$ cat src/rtl/store_rmw_unit.sv
// Sequential store unit: word-aligns sub-word stores and merges them into memory via read-modify-write.
// Optional STORE_BYTE_EN_EN: drive byte enables instead and skip the read phase entirely.
module store_rmw_unit #(
  parameter int unsigned XLEN   = 32,
  parameter int unsigned ADDR_W = 32
) (
  input  logic                clk,
  input  logic                reset_n,
  input  logic                req_valid,
  output logic                req_ready,
  input  logic [ADDR_W-1:0]   req_addr,
  input  logic [XLEN-1:0]     req_data,
  input  logic [1:0]          req_size,
  output logic [ADDR_W-1:0]   mem_addr,
  output logic                mem_rd_en,
  input  logic [XLEN-1:0]     mem_rdata,
  input  logic                mem_rvalid,
  output logic                mem_wr_en,
  output logic [XLEN-1:0]     mem_wdata,
`ifdef STORE_BYTE_EN_EN
  output logic [XLEN/8-1:0]   mem_be,
`endif
  output logic                resp_valid,
  output logic                resp_err
);

  localparam int unsigned NBYTES  = XLEN / 8;
  localparam int unsigned OFF_W   = $clog2(NBYTES);
  localparam logic [1:0]  FULL_SZ = 2'(OFF_W);

  typedef enum logic [2:0] {IDLE, RD, WAIT, WR, RESP} state_t;

  state_t              state_q, state_d;
  logic [ADDR_W-1:0]   addr_q, addr_d;
  logic [XLEN-1:0]     wdata_q, wdata_d;
  logic [NBYTES-1:0]   be_q, be_d;
  logic                err_q, err_d;
  logic                legal;

  function automatic logic is_legal(input logic [2:0] lo, input logic [1:0] sz);
    case (sz)
      2'd0:    is_legal = 1'b1;
      2'd1:    is_legal = (lo[0] == 1'b0);
      2'd2:    is_legal = (lo[1:0] == 2'b00);
      default: is_legal = (XLEN == 64) && (lo == 3'b000);
    endcase
  endfunction

  // Aligned stores land in lanes whose index shares the offset's upper bits.
  function automatic logic [NBYTES-1:0] lane_mask(input logic [OFF_W-1:0] off, input logic [1:0] sz);
    lane_mask = '0;
    for (int unsigned i = 0; i < NBYTES; i++)
      lane_mask[i] = ((i >> sz) == (32'(off) >> sz));
  endfunction

  // Low size-bytes of d repeated across the word, so every aligned lane group sees the store data.
  function automatic logic [XLEN-1:0] replicate(input logic [XLEN-1:0] d, input logic [1:0] sz);
    replicate = '0;
    for (int unsigned i = 0; i < NBYTES; i++)
      replicate[8*i +: 8] = d[8*(i & ((32'd1 << sz) - 32'd1)) +: 8];
  endfunction

  assign legal = is_legal(req_addr[2:0], req_size);

  always_ff @(posedge clk or negedge reset_n) begin
    if (!reset_n) begin
      state_q <= IDLE;
      addr_q  <= '0;
      wdata_q <= '0;
      be_q    <= '0;
      err_q   <= 1'b0;
    end else begin
      state_q <= state_d;
      addr_q  <= addr_d;
      wdata_q <= wdata_d;
      be_q    <= be_d;
      err_q   <= err_d;
    end
  end

  always_comb begin
    state_d    = state_q;
    addr_d     = addr_q;
    wdata_d    = wdata_q;
    be_d       = be_q;
    err_d      = err_q;
    req_ready  = 1'b0;
    mem_rd_en  = 1'b0;
    mem_wr_en  = 1'b0;
    resp_valid = 1'b0;
    case (state_q)
      IDLE: begin
        req_ready = 1'b1;
        if (req_valid) begin
          addr_d  = {req_addr[ADDR_W-1:OFF_W], {OFF_W{1'b0}}};
          wdata_d = replicate(req_data, req_size);
          be_d    = lane_mask(req_addr[OFF_W-1:0], req_size);
          err_d   = !legal;
          if (!legal)
            state_d = RESP;
          else if (req_size == FULL_SZ)
            state_d = WR;
          else
`ifdef STORE_BYTE_EN_EN
            state_d = WR;
`else
            state_d = RD;
`endif
        end
      end
      RD: begin
        mem_rd_en = 1'b1;
        state_d   = WAIT;
      end
      WAIT: begin
        if (mem_rvalid) begin
          for (int unsigned i = 0; i < NBYTES; i++)
            wdata_d[8*i +: 8] = be_q[i] ? wdata_q[8*i +: 8] : mem_rdata[8*i +: 8];
          state_d = WR;
        end
      end
      WR: begin
        mem_wr_en = 1'b1;
        state_d   = RESP;
      end
      RESP: begin
        resp_valid = 1'b1;
        state_d    = IDLE;
      end
      default: state_d = IDLE;
    endcase
  end

  assign mem_addr  = addr_q;
  assign mem_wdata = wdata_q;
  assign resp_err  = resp_valid & err_q;
`ifdef STORE_BYTE_EN_EN
  assign mem_be    = be_q;
`endif

endmodule

$ cat config.mk
export PLATFORM = sky130hd
export DESIGN_NAME = store_rmw_unit
export DESIGN_NICKNAME = d
export VERILOG_FILES = /design/src/rtl/store_rmw_unit.sv
export SDC_FILE = /design/constraint.sdc
export NUM_CORES = 1
export LEC_CHECK = 0
export CAP_MARGIN = 0
export CORE_AREA = 2 2 95 97
export CTS_CLUSTER_DIAMETER = 80
export DETAILED_ROUTE_END_ITERATION = 12
export DIE_AREA = 0 0 97 99
export PLACE_DENSITY = 0.94
export SLEW_MARGIN = 30
export SYNTH_ARGS = -nofsm -noshare
export SYNTH_HDL_FRONTEND = slang
export SYNTH_SLANG_ARGS = --single-unit
export TNS_END_PERCENT = 1
$ cat constraint.sdc
create_clock -name clk -period 3.8 [get_ports clk]
set_clock_uncertainty 0.2 [all_clocks]
set_input_delay 0.95 -clock clk [delete_from_list [all_inputs] [get_ports clk]]
set_output_delay 0.95 -clock clk [all_outputs]
set_load 0.02 [all_outputs]
==> results of run 1 <==
## stage by stage
stage / utilization, % / worst slack [ps] / instance area, um2
6_report: 66.24 / 610.4 / 5664
5_1_grt: 66.24 / 500.5 / 5664
4_1_cts: 66.20 / 560.7 / 5660
3_5_place_dp: 63.73 / 683.1 / 5449
3_3_place_gp: 63.73 / 705.1 / 5449
2_1_floorplan: - / 978.7 / 3731
## worst max path at each step
stage / endpoint / slack, ps / depth (start not counted)
2_1_floorplan: resp_err / 980 / 4
3_3_place_gp: mem_wdata[12]$_DFFE_PN0P_ / 710 / 5
3_5_place_dp: mem_wdata[10]$_DFFE_PN0P_ / 680 / 5
4_1_cts: resp_err / 560 / 3
5_1_grt: resp_err / 500 / 3
6_report: resp_err / 610 / 3
## layout make-up
| type | count | share of cell area [%] |
|---|---|---|
| clock buffer | 9 | 2.187 |
| clock inverter | 6 | 1.546 |
| inverter | 9 | 0.5964 |
| multi-input combinational | 201 | 31.85 |
| sequential | 70 | 30.93 |
| tap | 108 | 2.386 |
| timing repair buffer | 174 | 30.51 |
## layer usage
layer	global-route usage [%]	wire length [um]	vias up	part of all wire [%]
met2	39.21	5439	186	49
met4	10.62	299	0	2.7
li1	-	-	1426	-
met1	27.36	4380	1549	39
met3	6.950	1079	19	9.6
met5	0	0	-	0
## where the power goes
group          internal, W  switching (W)
Combinational      0.00143        0.00125
Sequential         0.00113       0.000252
Clock             0.000366       0.000296
Total              0.00293        0.00180
## flip-flops by register name, summed over array words and instances (netlist names)
register,flops
err_q,1
mem_wdata,32
state_q,3
be_q,4
mem_addr,30
## placed cells by master, fill, tap and decap left out
| master | n |
|---|---|
| clkdlybuf4s50_1 | 167 |
| dfrtp_1 | 70 |
| mux2_2 | 54 |
| mux2_4 | 24 |
| a21oi_1 | 19 |
| nand2_1 | 18 |
| nand2b_1 | 10 |
| inv_1 | 9 |
| clkbuf_8 | 9 |
| nor2_1 | 8 |
| o21a_1 | 8 |
| a211o_1 | 8 |
| a32o_1 | 8 |
| o211a_1 | 8 |
| o32a_1 | 8 |
| buf_4 | 6 |
| nor3b_1 | 3 |
| nand3b_1 | 3 |
| and3b_1 | 2 |
| and2_1 | 2 |
| or3b_2 | 2 |
| o21ai_0 | 2 |
| o21ai_1 | 2 |
| conb_1 | 2 |
| clkinv_2 | 2 |
| clkinv_4 | 2 |
| bufinv_16 | 2 |
| or2_1 | 1 |
| nor4b_2 | 1 |
| a21oi_2 | 1 |
| a21oi_4 | 1 |
| nor3_1 | 1 |
| a311oi_1 | 1 |
| nor2b_1 | 1 |
| o31a_1 | 1 |
| or2_2 | 1 |
| o41ai_1 | 1 |
| buf_6 | 1 |
## cells in the mapped netlist, types with 9 or more instances
cell,n
nand2b_1,10
mux2_4,24
mux2_2,54
nand2_1,18
dfrtp_1,70
inv_1,9
a21oi_1,19
## kinds of logic (layout without fill, tap and decap cells)
kind of cell / Yosys count / in the layout / share of synthesized area, %
multiplexers: 78 / 78 / 25.98
buffers and inverters: 34 / 198 / 4.867
AND/OR/NAND/NOR: 53 / 53 / 7.654
flip-flops: 70 / 70 / 47.00
other: 1 / 2 / 0.1006
AO/OA/AOI/OAI: 68 / 68 / 14.40
## worst max-delay path, cell delays in order (launching register included)
cell and delay (ps):
dfrtp_1 560, nor3b_1 360, and2_1 180, clkdlybuf4s50_1 590
==> impl_metrics.csv, run 1 <==
group,metric,value,unit
run_status,status,"finished clean",
timing,min_period,3190,ps
detailed_routing,detail-route-antenna-nets,0,
die,die_area,9603,um2
critical_path,arrival,2040,ps
synthesis,syn_inst,304,
critical_path,critPathKind,"reg -> out",
critical_path,rr_startpoint,"state_q[1]$_DFFE_PN0P_",
placed_design,hpwl,8.186,mm
pwr,finalPower,0.004728,W
detailed_routing,drt_pass1_iterations,4,
timing,holdWs,307.9,ps
timing,drv_slew,0,
job,cap_violations,0,
die,core-area,8551,um2
grt,grt_pass1_vias,3459,
detailed_routing,drc,0,
grt,grt_pass1_wl,17.63,mm
worst_hold_path,whs_endpoint,"mem_wdata[27]$_DFFE_PN0P_",
pwr,p_per_area,834.7,nW/um2
timing,tns,0,ps
timing,max_freq,313.5,MHz
cts,cts.path.max_buffers,2,
final_layout,nNetsFinal,567,
grt,grt_util_all_layers,23.21,%
synthesis,synth_top_area_share,47.00,%
detailed_routing,drtIter0Drc,135,
detailed_routing,viasPerCell,5.511,
final_layout,fillerInstances,581,
critical_path,r2r_slack,1340,ps
cts,hold_buffers,0,
synthesis,synth-seq-cells,70,
cts,ctsRootBufferMaster,"clkbuf_8",
grt,grt_start_max_net_pins,71,
timing,tightestPinTransition,737.1,ps
synthesis,syn_area,3727,um2
critical_path,cp_max_fo,15,
final_layout,syn2layout_area_growth,51.96,%
placed_design,portBuffers,168,
die,rows,34,
synthesis,yosysWarnings,0,
placed_design,dp_cells,562,
die,ios,171,
grt,antenna_found_initial,0,
grt,grt-ovfl-total,0,
detailed_routing,wl_per_cell,19.41,um
timing,setup_violations,0,
detailed_routing,wirelength,11.20,mm
cts,clock-sinks,70,
timing,fin_crit_sh,83.94,%
detailed_routing,num_vias,3180,
synthesis,synth_top_flop_cell,"dfrtp_1",
synthesis,synthTopCellsByArea,"dfrtp_1, mux2_2, mux2_4",
critical_path,critPathRequiredTime,2650,ps
synthesis,syn_avg_cell_area,12.26,um2
cts,cts_setup_buffers,0,
placed_design,gp_congestion,0.8901,
cts,htreeDepth,3,
final_layout,drive_gt1_share,22.60,%
cts,cts_resized,0,
final_layout,fin_cells,577,
synthesis,ys_seq_area_share,47.00,%
timing,rsz0062_at_grt,"false",
final_layout,multiInputGateArea,1804,um2
die,dieWidth,97,um
worst_hold_path,min_from,"mem_wdata[27]$_DFFE_PN0P_",
critical_path,r2r_cells,4,
final_layout,antenna-diode-count,0,
timing,slew_headroom,50.86,%
synthesis,synth_edf_count,0,
synthesis,synth.distinct_cells,38,
critical_path,crit_path_start,"state_q[1]$_DFFE_PN0P_",
cts,clk_pin_slew_worst_paths,90,ps
cts,cts_tree,"yes",
timing,hold_viol,0,
critical_path,endpoint_kind,"output pin",
worst_hold_path,min_path_type,"reg -> reg",
die,dieHeight,99,um
pwr,p_leak,2.401,nW
synthesis,async_reset_ff_share,100.0,%
die,initial_core_util,43.59,%
cts,numCtsBuffers,9,
critical_path,start_kind,"flip-flop",
cts,clock_latency,350,ps
synthesis,yosys.area.top_type,"dfrtp_1",
worst_hold_path,hold_depth,1,
final_layout,ff_latch_area,1752,um2
pwr,ir_worst_vdd,0.4212,mV
critical_path,reg2reg_to,"mem_wdata[7]$_DFFE_PN0P_",
(Power assumes the default switching activity.)
==> inputs of run 2 (changes only) <==
--- a/config.mk
+++ b/config.mk
@@ -6,11 +6,11 @@
 export NUM_CORES = 1
 export LEC_CHECK = 0
 export CAP_MARGIN = 0
-export CORE_AREA = 2 2 95 97
+export CORE_AREA = 2 2 103 105
 export CTS_CLUSTER_DIAMETER = 80
 export DETAILED_ROUTE_END_ITERATION = 12
-export DIE_AREA = 0 0 97 99
-export PLACE_DENSITY = 0.94
+export DIE_AREA = 0 0 105 107
+export PLACE_DENSITY = 0.86
 export SLEW_MARGIN = 30
 export SYNTH_ARGS = -nofsm -noshare
 export SYNTH_HDL_FRONTEND = slang
==> constraint.sdc (replaced) <==
create_clock -name clk -period 2.9 [get_ports clk]
set_clock_uncertainty 0.2 [all_clocks]
set_input_delay 0.725 -clock clk [delete_from_list [all_inputs] [get_ports clk]]
set_output_delay 0.725 -clock clk [all_outputs]
set_load 0.02 [all_outputs]
==> run 2 against run 1 <==
Effect of this change:
- sequential share of layout area fell by 0.30 points
- final cell count is 5.5% higher
- power grew 30%
- critical endpoint unchanged
==> impl_metrics.csv, run 2 (synthesized netlist as in run 1, its figures left out) <==
group,metric,value,unit
run_status,status,"finished clean",
timing,drv_slew,0,
final_layout,most-common-layout-cells,"clkdlybuf4s50_1, dfrtp_1, mux2_2, mux2_4, a21oi_1",
timing,rsz0062_at_grt,"false",
final_layout,fin_cells,609,
cts,hold_buffers,0,
critical_path,critPathSlowestCell,"clkdlybuf4s50_1",
pwr,seq_power_share,29.1,%
pwr,p_leak,2.416,nW
final_layout,drive_gt1_share,22.41,%
cts,numCtsBuffers,9,
cts,clock-sinks,70,
timing,tightestPinTransition,717.5,ps
grt,grt-ovfl-total,0,
detailed_routing,drtIter0Drc,111,
timing,slew_headroom,51.85,%
grt,grt_start_max_net_pins,71,
pwr,combPwrFrac,58.5,%
critical_path,arrival,1840,ps
pwr,p_sw,0.002337,W
detailed_routing,wl_per_cell,18.18,um
placed_design,portBuffers,168,
detailed_routing,drt_pass1_iterations,4,
placed_design,hpwl,8.309,mm
timing,tns,0,ps
pwr,p_sw_share,38.15,%
timing,setup_violations,0,
grt,grt_pass1_wl,17.50,mm
detailed_routing,drc,0,
detailed_routing,num_vias,3141,
final_layout,largest_register_ffs,32,
die,dieHeight,107,um
cts,ctsRootBufferMaster,"clkbuf_8",
timing,holdWs,159.3,ps
critical_path,critPathKind,"reg -> out",
die,initial_core_util,36.93,%
placed_design,place_area,5532,um2
cts,cts_tree,"yes",
cts,clk_pin_slew_worst_paths,70,ps
timing,hold_viol,0,
final_layout,layout_commonest_cell,"clkdlybuf4s50_1",
final_layout,syn2layout_area_growth,53.47,%
timing,max_freq,362.2,MHz
placed_design,dp_cells,593,
die,die_area,11240,um2
grt,grt_util_all_layers,19.92,%
cts,cts.path.max_buffers,2,
grt,grt_pass1_vias,3401,
critical_path,endpoint_kind,"output pin",
die,ios,171,
die,rows,37,
final_layout,nNetsFinal,570,
detailed_routing,detail-route-antenna-nets,0,
cts,cts_resized,0,
job,cap_violations,0,
pwr,p_per_area,1071,nW/um2
pwr,internal_power,0.003789,W
cts,clock_latency,340,ps
die,core-area,10090,um2
pwr,ir_worst_vdd,0.4925,mV
critical_path,crit_chain,"nor3b_1 > and2_1 > clkdlybuf4s50_1",
critical_path,max_stage_delay,590,ps
timing,min_period,2761,ps
cts,htreeDepth,3,
die,dieWidth,105,um
placed_design,gp_congestion,0.8829,
timing,fin_crit_sh,95.20,%
worst_hold_path,min_path_type,"in -> async",
cts,cts_setup_buffers,0,
detailed_routing,wirelength,11.07,mm
detailed_routing,viasPerCell,5.158,
critical_path,cp_max_fo,9,
pwr,finalPower,0.006126,W
final_layout,design_area,5720,um2
critical_path,start_kind,"flip-flop",
critical_path,critPathRequiredTime,1980,ps
pwr,p_clk_share,12.4,%
final_layout,antenna-diode-count,0,
grt,antenna_found_initial,0,
run 2: worst paths after layout:
path | from | end | slack, ps | cells past startpoint
min in group clk | mem_wdata[8]$_DFFE_PN0P_ | mem_wdata[8]$_DFFE_PN0P_ | 290 | 1
hold / removal | reset_n | mem_wdata[26]$_DFFE_PN0P_ | 160 | 1
setup / recovery | state_q[2]$_DFFE_PN0P_ | resp_err | 140 | 3
max in group asynchronous | reset_n | mem_wdata[15]$_DFFE_PN0P_ | 1830 | 1
setup reg to reg | state_q[1]$_DFFE_PN0P_ | mem_wdata[2]$_DFFE_PN0P_ | 530 | 5
hold reg to reg | mem_wdata[8]$_DFFE_PN0P_ | mem_wdata[8]$_DFFE_PN0P_ | 290 | 1
run 2: worst max-delay path, delay by kind of cell (launching register included):
family	cells	cell delay [ps]
buffers and inverters	1	590
flip-flops	1	500
AND/OR/NAND/NOR	2	400
run 2: cell type report:
type / count / area [um2]
Timing Repair Buffer: 177 / 1778
Sequential cell: 70 / 1752
Inverter: 9 / 33.78
Clock inverter: 4 / 47.55
Tap cell: 136 / 170.2
Multi-Input combinational cell: 201 / 1804
Fill cell: 874 / 4372
Clock buffer: 12 / 135.1
run 2: metrics by stage:
step	setup WS, ps	utilization, %
final	139.3	56.68
after detailed placement	217.9	54.81
after CTS	51.59	56.62
after floorplan	303.7	-
after global routing	32.33	56.68
after global placement	262.1	54.81
run 2: routing by layer:
layer	global-route usage [%]	part of all wire, %
met1	22.93	38
met2	34.55	51
met3	6.687	8.6
met4	7.143	1.9
met5	0	0
run 2: power by group through the flow:
| stage | registers [W] | logic [W] | clock network [W] |
|---|---|---|---|
| detailed placement | 0.00181 | 0.00361 | 0 |
| CTS | 0.00179 | 0.00362 | 0.000785 |
| floorplan | 0.00227 | 0.00168 | 0 |
| global route | 0.00185 | 0.00379 | 0.000833 |
| global placement | 0.00177 | 0.00351 | 0 |
| finish | 0.00178 | 0.00358 | 0.000760 |
==> patch 1 (config.mk and constraints of run 1) <==
The parameter `XLEN` goes from 32 to 16.
--- a/src/rtl/store_rmw_unit.sv
+++ b/src/rtl/store_rmw_unit.sv
@@ -2,5 +2,5 @@
 // Optional STORE_BYTE_EN_EN: drive byte enables instead and skip the read phase entirely.
 module store_rmw_unit #(
-  parameter int unsigned XLEN   = 32,
+  parameter int unsigned XLEN   = 16,
   parameter int unsigned ADDR_W = 32
 ) (
Interface: changed (resized mem_rdata, mem_wdata and req_data); port bits go from 171 to 123. No check against the original RTL was run, so the function may have changed too.
==> patch 1 against run 1 <==
Die area stayed put. Count of clock-buffer cells in the layout is 3 lower. Clock power is 52% lower. Cell area is 31% lower. Routed wire length is 38% lower. Setup slack worse by 0.020 ns. Total power is 30% lower. Synthesized area is 30% lower. Critical path depth stayed put. Sequential cell count is 17 lower. Critical endpoint is now req_ready.
==> patch 1: results (changes against run 1) <==
[grt]
grt_max_degree=34  ; -52%
grtUsageTotal=0.145  ; -0.0867
grt_pass1_vias=2219  ; -36%
grt_pass1_wl_mm=11.3  ; -36%

[timing]
holdWs_ns=0.301  ; -0.00720 ns
relSlewSlack=0.513  ; +0.00399

[synthesis]
netlist_top_cells_area=dfrtp_1, mux2_4, mux2_2
synthTopCellsByCount=dfrtp_1, mux2_4, mux2_2
avgSynthCellArea_sq_um=13.8  ; +12%
yosysSeqAreaShare=0.509  ; +0.0394

[clock_tree]
clk_latency_ns=0.29  ; -0.06 ns
cts_buffers=5  ; -4
clk_path_buf_depth=2  ; unchanged
cts_setup_buffers=0  ; unchanged
ctsHtreeMaxLevel=2  ; -1

[setup_path]
crit_fanout=12  ; -3
critical_path.max_stage_delay_ns=0.62  ; +0.03 ns
cp_data_arrival_time_ns=2.06  ; +0.02 ns
critical_path.top_delay_family=simple AND/OR/NAND/NOR gates
r2r_setup_slack_ns=1.63  ; +0.29 ns

[place]
dp_slack_ns=0.733  ; +0.0503 ns
gp_congestion=0.811  ; -8.9%
placed_cells=409  ; -27%
dp_hpwl_mm=5.36  ; -35%

[route]
wire_per_inst_microns=16.7  ; -14%
vias=2008  ; -37%
drt_iter0_markers=91  ; -33%

[layout]
nFillCells=778  ; +34%
drive_above_1_share=0.178  ; -0.0480
instances_no_fill=417  ; -28%
largest_reg_flops=31  ; -3.1%
nNetsFinal=378  ; -33%

[outcome]
status=complete, no violations

[power]
total_leakage_power_uw=0.00165  ; -31%

-- patch 1: changes by cell type in the layout (fill, tap and decap cells not counted), moves of 3 or more --
| cell | change |
|---|---|
| o32a_1 | -8 |
| clkbuf_8 | -4 |
| clkdlybuf4s50_1 | -47 |
| o211a_1 | -8 |
| nand2_1 | -16 |
| mux2_1 | +8 |
| dfrtp_1 | -17 |
| nand2b_1 | -9 |
| nor2_1 | -3 |
| a21oi_1 | -8 |
| mux2_2 | -39 |
-- patch 1: logic make-up after synthesis --
| group | share of synthesized area |
|---|---|
| flops | 0.509 |
| mux | 0.238 |
| compound gates | 0.125 |
| simple gates | 0.0649 |
| buf+inv | 0.0615 |
| other cells | 0.00144 |
-- patch 1: per-stage QoR --
stage                     utilization  instance area, sq um
after floorplan                     -                  2600
after global placement          0.450                  3850
after detailed placement        0.450                  3850
after CTS                       0.460                  3940
after global routing            0.460                  3940
final                           0.460                  3940
-- patch 1: layer usage --
metal  vias up  GRT usage  share of wire
met2        82      0.259           0.53
li1        920          -              -
met5         -          0              0
met3        10     0.0397          0.064
met1       996      0.171           0.39
met4         0     0.0444          0.014
-- patch 1: where the power goes --
group / total (uW) / switching (uW) / internal, uW
combinational: 1940 / 885 / 1050
clock: 320 / 188 / 132
sequential: 1040 / 184 / 854
-- patch 1: path summary, 6_finish.rpt --
path | start | endpoint | cells past startpoint
min in group asynchronous | reset_n | mem_wdata[14] | 1
max in group asynchronous | reset_n | mem_wdata[13] | 2
setup reg to reg | state_q[1] | mem_wdata[5] | 4
hold reg to reg | mem_wdata[8] | mem_wdata[8] | 1
hold / removal | mem_wdata[8] | mem_wdata[8] | 1
setup / recovery | state_q[2] | req_ready | 3
-- patch 1: final cells by class --
cell class | count | area (sq um) | area share
clock buffers | 6 | 72.6 | 0.0184
clock inverters | 2 | 13.8 | 0.00350
inverters | 9 | 33.8 | 0.00859
multi-input cells | 114 | 1120 | 0.284
flip-flops and latches | 53 | 1330 | 0.337
well taps | 108 | 135 | 0.0343
repair buffers | 125 | 1240 | 0.314
==> patch 2 (config.mk and constraints of run 1) <==
Made on the original files. Take the reset off `addr_q` and load it in a clocked block of its own.
--- a/src/rtl/store_rmw_unit.sv
+++ b/src/rtl/store_rmw_unit.sv
@@ -66,5 +66,4 @@
     if (!reset_n) begin
       state_q <= IDLE;
-      addr_q  <= '0;
       wdata_q <= '0;
       be_q    <= '0;
@@ -72,9 +71,12 @@
     end else begin
       state_q <= state_d;
-      addr_q  <= addr_d;
       wdata_q <= wdata_d;
       be_q    <= be_d;
       err_q   <= err_d;
     end
+  end
+
+  always_ff @(posedge clk) begin
+    addr_q <= addr_d;
   end
 
Behaviour: not the same (Yosys sat finds a counterexample within 4 cycles, from zero or initial values and one cycle with reset_n low).
==> patch 2 against run 1 <==
Synthesized area down 8.3%. Die area stayed put. Largest cell class is now flip-flops and latches. Setup slack worse by 0.067 ns. Sequential cell count did not move. Clock power down 21%. Critical path type unchanged. Routed wire length decreased by 8.6%. Total power decreased by 19%. Cell area shrank 6.1%. Highest routed layer is now met5. Count of clock-buffer cells in the layout is 2 higher. Synthesized cell count fell by 12%.
==> patch 2: results (changes against run 1) <==
[setup_path]
cp_data_arrival_time_ns=2.11  ; +0.07 ns
reg2reg_depth=4  ; unchanged
crit_fanout=23  ; +8
timing.rr.end=mem_wdata[24]
critPathLaunch=state_q[1]
r2r_setup_slack_ns=1.04  ; -0.30 ns
critPathCapture=resp_err

[synthesis]
async_flop_share=0.571  ; -0.429
ys.flop_type=dfrtp_1
synthTopCellsByCount=dfrtp_1, mux2_2, edfxtp_1
synth_cell_types=37  ; -2.6%
netlist_top_cells_area=dfrtp_1, edfxtp_1, mux2_2
ys_warn_count=0  ; unchanged
synth_edf_count=30  ; +30
yosysSeqAreaShare=0.556  ; +0.0864

[clock_tree]
cts.clk_slew.worst_paths_ns=0.07  ; -0.02 ns
clk_latency_ns=0.34
cts_resized=0  ; unchanged
cts_setup_buffers=0  ; unchanged
cts_buffers=9  ; unchanged
clk_path_buf_depth=2  ; unchanged
ctsHtreeMaxLevel=3  ; unchanged
cts_root_buf=clkbuf_8

[place]
dp_slack_ns=0.554  ; -0.129 ns
numPortBuffers=168  ; unchanged
gp_congestion=0.874  ; -1.8%
dp_hpwl_mm=7.89  ; -3.7%

[layout]
antenna_cells=0  ; unchanged
largest_reg_flops=32  ; unchanged
nNetsFinal=536  ; -5.5%
drive_above_1_share=0.153  ; -0.0730

[route]
vias=2888  ; -9.2%
wl_mm=10.2  ; -8.6%
drtPass1Iterations=5  ; +1
drt_iter0_markers=72  ; -47%

[power]
total_leakage_power_uw=0.00200  ; -17%
vdd_ir_drop_max_uv=406  ; -3.7%
p_switching_uw=1480  ; -18%

[timing]
post-route-period-util=0.857  ; +0.0177
tightest_slew_ns=0.874  ; +0.137 ns

[grt]
grtUsageTotal=0.211  ; -0.0215
grt_pass1_wl_mm=15.6  ; -12%
grt_max_degree=41  ; -42%
antenna_found_initial=1  ; +1

[hold_path]
hold_path_class=flip-flop to flip-flop

[outcome]
status=complete, no violations

## patch 2: cell families after synthesis
logic type | Yosys count | synth area share
buf+inv | 30 | 0.0487
mux | 49 | 0.158
simple gates | 53 | 0.0893
compound gates | 66 | 0.146
other cells | 1 | 0.00110
flops | 70 | 0.556
## patch 2: layout make-up
type,count,area (sq um)
Clock buffer,11,141
Clock inverter,4,23.8
Fill cell,669,3230
Inverter,11,41.3
Multi-Input combinational cell,170,1350
Sequential cell,70,1900
Tap cell,108,135
Timing Repair Buffer,172,1720
## patch 2: worst max-delay path, stage by stage, from the launching register on
cell and delay (ns):
dfrtp_1 0.65, nor2_1 0.30, and3_1 0.21, clkdlybuf4s50_1 0.60
## patch 2: power groups by stage
stage	clock network (uW)	logic (uW)	registers, uW
final	526	1970	1310
after detailed placement	0	1980	1330
after global routing	576	2110	1350
after global placement	0	1930	1310
after CTS	537	1990	1310
after floorplan	0	939	1550
## patch 2: worst min path at each step
stage,to,cells after the start,start,slack (ns)
CTS,mem_wdata[5],1,mem_wdata[5],0.30
detailed placement,mem_wdata[5],1,mem_wdata[5],0.27
floorplan,err_q,1,err_q,0.27
global placement,mem_wdata[5],1,mem_wdata[5],0.27
global route,mem_wdata[25],1,mem_wdata[25],0.33
finish,mem_wdata[28],1,mem_wdata[28],0.30
## patch 2: per-stage QoR
step / area (sq um) / hold WS, ns / cells / total power (uW)
finish: 5320 / 0.303 / 546 / 3810
global route: 5320 / 0.326 / 546 / 4030
CTS: 5320 / 0.304 / 546 / 3840
detailed placement: 5150 / 0.274 / 531 / 3300
global placement: 5150 / 0.271 / 531 / 3240
floorplan: 3420 / 0.273 / 270 / 2490
## patch 2: routing by layer
metal | global-route usage | routed length (microns) | vias up
met5 | 0 | 13 | -
met4 | 0.0921 | 261 | 2
met3 | 0.0780 | 1060 | 23
met2 | 0.355 | 4830 | 173
met1 | 0.242 | 4070 | 1360
li1 | - | - | 1330
